**src/rtl/spi_flash_reader.sv**
```systemverilog
// SPI mode-0 serial-flash read engine: issues READ at an address and streams 32-bit little-endian words.
// Define FLASH_READER_FAST_READ_EN to use the 0x0B fast-read command with 8 dummy clocks.
module spi_flash_reader #(
    parameter int STARTUP_WAIT = 1_000_000,
    parameter int CLK_DIV      = 1
) (
    input  logic        clk,
    input  logic        rst_n,
    input  logic        start,
    input  logic [23:0] start_address,
    input  logic [31:0] byte_count,
    output logic [31:0] word_out,
    output logic        word_valid,
    input  logic        word_ready,
    output logic        ready_for_cmd,
    output logic        done,
    output logic        flash_clk,
    output logic        flash_mosi,
    input  logic        flash_miso,
    output logic        flash_cs,
    output logic [2:0]  dbg_state
);

`ifdef FLASH_READER_FAST_READ_EN
    localparam int SEND_BITS = 40;
`else
    localparam int SEND_BITS = 32;
`endif
    localparam logic [31:0] STARTUP_LAST  = 32'(STARTUP_WAIT);
    localparam logic [15:0] DIV_LAST      = 16'(CLK_DIV - 1);
    localparam logic [5:0]  SEND_LAST_BIT = 6'(SEND_BITS - 1);

    typedef enum logic [2:0] {
        S_STARTUP, S_IDLE, S_SEND, S_READ, S_HOLD, S_ACK
    } state_t;

    state_t                 state_q, state_d;
    logic [31:0]            cnt_q, cnt_d;
    logic [15:0]            div_q, div_d;
    logic                   phase_q, phase_d;
    logic [5:0]             bit_q, bit_d;
    logic [SEND_BITS-1:0]   sh_q, sh_d;
    logic [SEND_BITS-1:0]   cmd_load;
    logic [7:0]             byte_q, byte_d;
    logic [31:0]            asm_q, asm_d;
    logic [31:0]            rem_q, rem_d;
    logic [31:0]            word_q, word_d;
    logic [31:0]            req_bytes;
    logic                   valid_q, valid_d;
    logic                   ready_q, ready_d;
    logic                   done_q, done_d;
    logic                   sclk_q, sclk_d;
    logic                   mosi_q, mosi_d;
    logic                   cs_q, cs_d;

    // Dummy byte is shifted out as zeros, so it rides on the command shifter.
`ifdef FLASH_READER_FAST_READ_EN
    assign cmd_load = {8'h0B, start_address, 8'h00};
`else
    assign cmd_load = {8'h03, start_address};
`endif
    assign req_bytes = byte_count & 32'hFFFF_FFFC;

    always_ff @(posedge clk or negedge rst_n) begin
        if (!rst_n) begin
            state_q <= S_STARTUP;
            cnt_q   <= '0;
            div_q   <= '0;
            phase_q <= 1'b0;
            bit_q   <= '0;
            sh_q    <= '0;
            byte_q  <= '0;
            asm_q   <= '0;
            rem_q   <= '0;
            word_q  <= '0;
            valid_q <= 1'b0;
            ready_q <= 1'b0;
            done_q  <= 1'b0;
            sclk_q  <= 1'b0;
            mosi_q  <= 1'b0;
            cs_q    <= 1'b1;
        end else begin
            state_q <= state_d;
            cnt_q   <= cnt_d;
            div_q   <= div_d;
            phase_q <= phase_d;
            bit_q   <= bit_d;
            sh_q    <= sh_d;
            byte_q  <= byte_d;
            asm_q   <= asm_d;
            rem_q   <= rem_d;
            word_q  <= word_d;
            valid_q <= valid_d;
            ready_q <= ready_d;
            done_q  <= done_d;
            sclk_q  <= sclk_d;
            mosi_q  <= mosi_d;
            cs_q    <= cs_d;
        end
    end

    always_comb begin
        state_d = state_q;
        cnt_d   = cnt_q;
        div_d   = div_q;
        phase_d = phase_q;
        bit_d   = bit_q;
        sh_d    = sh_q;
        byte_d  = byte_q;
        asm_d   = asm_q;
        rem_d   = rem_q;
        word_d  = word_q;
        valid_d = valid_q;
        ready_d = ready_q;
        done_d  = 1'b0;
        sclk_d  = sclk_q;
        mosi_d  = mosi_q;
        cs_d    = cs_q;

        case (state_q)
            S_STARTUP: begin
                if (cnt_q == STARTUP_LAST) begin
                    state_d = S_IDLE;
                    ready_d = 1'b1;
                end else begin
                    cnt_d = cnt_q + 32'd1;
                end
            end
            S_IDLE: begin
                ready_d = 1'b1;
                if (start) begin
                    ready_d = 1'b0;
                    rem_d   = req_bytes;
                    if (req_bytes == 32'd0) begin
                        done_d = 1'b1;
                    end else begin
                        cs_d    = 1'b0;
                        sh_d    = cmd_load;
                        mosi_d  = cmd_load[SEND_BITS-1];
                        sclk_d  = 1'b0;
                        phase_d = 1'b0;
                        div_d   = '0;
                        bit_d   = SEND_LAST_BIT;
                        state_d = S_SEND;
                    end
                end
            end
            S_SEND: begin
                if (div_q != DIV_LAST) begin
                    div_d = div_q + 16'd1;
                end else if (!phase_q) begin
                    div_d   = '0;
                    phase_d = 1'b1;
                    sclk_d  = 1'b1;
                end else begin
                    div_d   = '0;
                    phase_d = 1'b0;
                    sclk_d  = 1'b0;
                    if (bit_q == 6'd0) begin
                        mosi_d  = 1'b0;
                        bit_d   = 6'd31;
                        state_d = S_READ;
                    end else begin
                        sh_d   = {sh_q[SEND_BITS-2:0], 1'b0};
                        mosi_d = sh_q[SEND_BITS-2];
                        bit_d  = bit_q - 6'd1;
                    end
                end
            end
            S_READ: begin
                if (div_q != DIV_LAST) begin
                    div_d = div_q + 16'd1;
                end else if (!phase_q) begin
                    // Sample on the edge that raises flash_clk; bytes arrive MSB first.
                    div_d   = '0;
                    phase_d = 1'b1;
                    sclk_d  = 1'b1;
                    byte_d  = {byte_q[6:0], flash_miso};
                    if (bit_q[2:0] == 3'd0) begin
                        case (bit_q[4:3])
                            2'd3:    asm_d[7:0]   = byte_d;
                            2'd2:    asm_d[15:8]  = byte_d;
                            2'd1:    asm_d[23:16] = byte_d;
                            default: asm_d[31:24] = byte_d;
                        endcase
                    end
                end else begin
                    div_d   = '0;
                    phase_d = 1'b0;
                    sclk_d  = 1'b0;
                    if (bit_q == 6'd0) begin
                        word_d  = asm_q;
                        valid_d = 1'b1;
                        state_d = S_HOLD;
                    end else begin
                        bit_d = bit_q - 6'd1;
                    end
                end
            end
            S_HOLD: begin
                // flash_clk parked low stretches the SPI clock until the word is taken.
                if (valid_q && word_ready) begin
                    valid_d = 1'b0;
                    rem_d   = rem_q - 32'd4;
                    state_d = S_ACK;
                end
            end
            S_ACK: begin
                if (rem_q == 32'd0) begin
                    cs_d    = 1'b1;
                    done_d  = 1'b1;
                    ready_d = 1'b1;
                    state_d = S_IDLE;
                end else begin
                    bit_d   = 6'd31;
                    div_d   = '0;
                    phase_d = 1'b0;
                    state_d = S_READ;
                end
            end
            default: state_d = S_STARTUP;
        endcase
    end

    assign word_out      = word_q;
    assign word_valid    = valid_q;
    assign ready_for_cmd = ready_q;
    assign done          = done_q;
    assign flash_clk     = sclk_q;
    assign flash_mosi    = mosi_q;
    assign flash_cs      = cs_q;
    assign dbg_state     = state_q;

endmodule

```
**config.mk**
```make
export PLATFORM = sky130hd
export DESIGN_NAME = spi_flash_reader
export DESIGN_NICKNAME = d
export VERILOG_FILES = /design/src/rtl/spi_flash_reader.sv
export SDC_FILE = /design/constraint.sdc
export NUM_CORES = 1
export LEC_CHECK = 0
export CAP_MARGIN = 20
export CORE_MARGIN = 4
export CORE_UTILIZATION = 65
export DETAILED_ROUTE_END_ITERATION = 10
export DONT_BUFFER_PORTS = 1
export GPL_TIMING_DRIVEN = 0
export MAX_ROUTING_LAYER = met4
export PLACE_DENSITY = 0.82
export REMOVE_ABC_BUFFERS = 1
export SLEW_MARGIN = 20
export SYNTH_ARGS = -nofsm -noshare
export SYNTH_HDL_FRONTEND = slang
export SYNTH_SLANG_ARGS = --single-unit
```
**constraint.sdc**
```tcl
create_clock -name clk -period 5.5 [get_ports clk]
set_input_delay 0.275 -clock clk [delete_from_list [all_inputs] [get_ports clk]]
set_output_delay 0.275 -clock clk [all_outputs]
set_load 0.02 [all_outputs]
```
==> results.cfg <==
[status]
outcome = complete, no violations

[placement]
dp_hpwl_um = 13100
io_buffers = 0
gp_congestion = 0.843

[power]
power.static_leakage_nw = 4.57
combPwrFrac = 0.024
ir_drop_v = 0.000223
power.switching_mw = 0.596
clkPwrFrac = 0.432
powerDensity_nw_per_um2 = 252
switching_share = 0.222
seq_power_share = 0.544
power.internal_mw = 2.09

[sta]
finalSetupViolCount = 0
slew_headroom = 0.363
hold_viol = 0
skew_ns = 0.0155
max_freq_ghz = 0.281
tightestPinTransition_ns = 0.956
maxSlewViolCount = 0
finalSetupTns_ns = 0
fin_crit_sh = 0.647
finalCriticalPeriod_ns = 3.56
rsz0062_at_grt = false
whs_ns = 0.0113

[synth]
syn_avg_cell_area_um2 = 10.5
synth_area_um2 = 9710
synth_enable_flop_cells = 0
netlist-cell-type-count = 78
ys_warn_count = 0
ys.flop_type = dfrtp_1
ys_ff_latch = 196
synth.top_cell.area_share = 0.502
synth.area.top_cells = dfrtp_1 50%, mux2_4 4.5%, mux2_1 4.3%
ys_seq_area_frac = 0.505
async_flop_share = 1.00
yosys.area.top_type = dfrtp_1
syn_inst = 928

[grt]
grt_usage = 0.251
grt_pass1_wl_um = 33100
overflow = 0
grt_start_max_net_pins = 197
antenna_found_initial = 0
grt_pass1_vias = 6730

[detailed_routing]
drt_iter0_drc = 553
vias = 7025
routed_wl_um = 19800
drcViolationCount = 0
wl_per_cell_um = 17.5
viasPerCell = 6.22
dr.pass1.iters = 5
ant_nets = 0

[hold_path]
hold_end = sh_q[14]
hold_path_class = in -> reg
hold_start = start_address[14]
whs_path_depth = 2

[floorplan]
core_area_um2 = 14600
die_area_um2 = 17000
initial_core_util = 0.666
io_pins = 102
rows = 44
fp.dieH_um = 130
die_x_um = 130

[worst_setup_path]
r2r-end = sh_q[11]
worstReg2RegStart = dbg_state[0]
crit_path_end_kind = flop
crit_path_max_fanout = 20
critPathKind = reg -> reg
ff2ff_path_depth = 9
reg2reg_slack_ns = 1.94
worstPathRequired_ns = 5.85
cp-start-kind = flop
arrival_ns = 3.91

[clock_tree]
cts_max_level = 4
cts_buffers = 17
ctsLongestPathBuffers = 2
clock_sinks = 196
clkLatencyLatePin_ns = 0.43
cts_tree = done
clk_pin_slew_ns = 0.07
cts-root-buf = clkbuf_16

[final_layout]
num-nets-final = 1002
syn_to_final_growth_pct = 9.69
n_antenna_cell = 0
drive_gt1_frac = 0.126

[run]
drv_cap = 0
stage by stage:
stage               utilization  instance area, um^2  total power, mW  instances  setup WS (ns)
floorplan                     -                 9470             1.51        880          0.287
global placement          0.665                 9700             1.51       1064          -1.74
detailed placement        0.674                 9830             1.51       1074           2.05
CTS                       0.730                10700             2.71       1130           1.97
global route              0.730                10700             2.78       1130           1.70
finish                    0.730                10700             2.69       1130           1.94
what timing repair did:
action / 4_1_cts / 5_1_grt
buffers inserted: 0 / 0
endpoints found under the hold margin: 222 / 0
gates resized for setup: 0 / 0
hold buffers: 24 / 0
area by class of cell:
| class | count | area (um^2) |
|---|---|---|
| flip-flops and latches | 196 | 4910 |
| multi-input cells | 660 | 4490 |
| fillers | 972 | 3940 |
| clock buffers | 20 | 457 |
| repair buffers | 34 | 375 |
| well taps | 184 | 230 |
| clock inverters | 12 | 103 |
| inverters | 24 | 90.1 |
cells in the mapped netlist, types with 24 or more instances:
library cell and number:
a21oi_1 43, mux2_4 29, nor2_1 74, clkbuf_1 31, a31oi_1 26, nand3_1 42
inv_1 24, o21ai_0 37, xnor2_1 27, nand2_1 107, mux2_1 37, dfrtp_1 195
cell families (layout without fill, tap and decap cells):
logic type / count (synthesis) / count (layout) / synth area share
xor+xnor: 31 / 31 / 0.0280
compound gates: 195 / 195 / 0.131
buf+inv: 72 / 90 / 0.0344
fa+ha+maj: 8 / 8 / 0.0103
flops: 196 / 196 / 0.505
mux: 77 / 77 / 0.100
simple gates: 349 / 349 / 0.191
layer usage:
metal / part of all wire / up-vias / track usage
li1: - / 3390 / -
met1: 0.45 / 3438 / 0.332
met2: 0.49 / 174 / 0.396
met3: 0.050 / 23 / 0.0508
met4: 0.014 / 0 / 0.0697
met5: 0 / - / -
power groups by stage:
stage | Sequential [mW] | Clock (mW) | Combinational (mW)
final | 1.46 | 1.16 | 0.0654
after detailed placement | 1.49 | 0 | 0.0230
after CTS | 1.46 | 1.18 | 0.0672
after floorplan | 1.49 | 0 | 0.0197
after global placement | 1.49 | 0 | 0.0219
after global routing | 1.46 | 1.25 | 0.0752
worst max-delay path, cell delays in order, from the launching register on:
cell      delay (ns)
dfrtp_1         0.90
nand2b_1        0.25
nor2_1          0.54
o311ai_1        0.28
a22oi_2         0.73
buf_6           0.24
buf_8           0.16
buf_6           0.17
nor2_1          0.05
a31oi_1         0.15
registers in the layout (all words and copies together) (netlist names):
register	cells
cnt_q	32
ready_for_cmd	1
word_out	32
bit_q	6
byte_q	7
flash_clk	1
sh_q	31
phase_q	1
flash_mosi	1
asm_q	32
word_valid	1
flash_cs	1
done	1
rem_q	30
div_q	16
dbg_state	3
worst max path at each step:
stage | start | to | slack (ns)
after detailed placement | dbg_state[0] | sh_q[11] | 2.05
final | dbg_state[0] | sh_q[11] | 1.94
after floorplan | dbg_state[2] | rem_q[25] | 0.29
after global routing | dbg_state[0] | sh_q[11] | 1.70
after CTS | dbg_state[0] | sh_q[11] | 1.97
after global placement | dbg_state[2] | rem_q[25] | -1.74
placed cells by master (no fill, tap or decap), types with 5 or more instances in the layout:
master	count
nor3_1	14
dfrtp_1	195
a31oi_1	26
o22ai_1	7
o21ai_0	37
nor4_1	17
nand2b_1	5
nand3_1	42
a22oi_1	7
and3_1	12
o21ai_1	10
mux2_4	29
mux2_1	37
ha_1	8
clkbuf_16	17
and4_1	7
inv_1	24
nor2_1	73
nand4_1	17
xnor2_1	27
clkinv_4	5
dlygate4sd3_1	23
o31ai_1	12
or4_1	15
nor2b_1	5
nand2_1	106
mux2_2	7
a21oi_1	43
a21oi_2	10
Note: power is estimated with default switching activity, not from simulation.
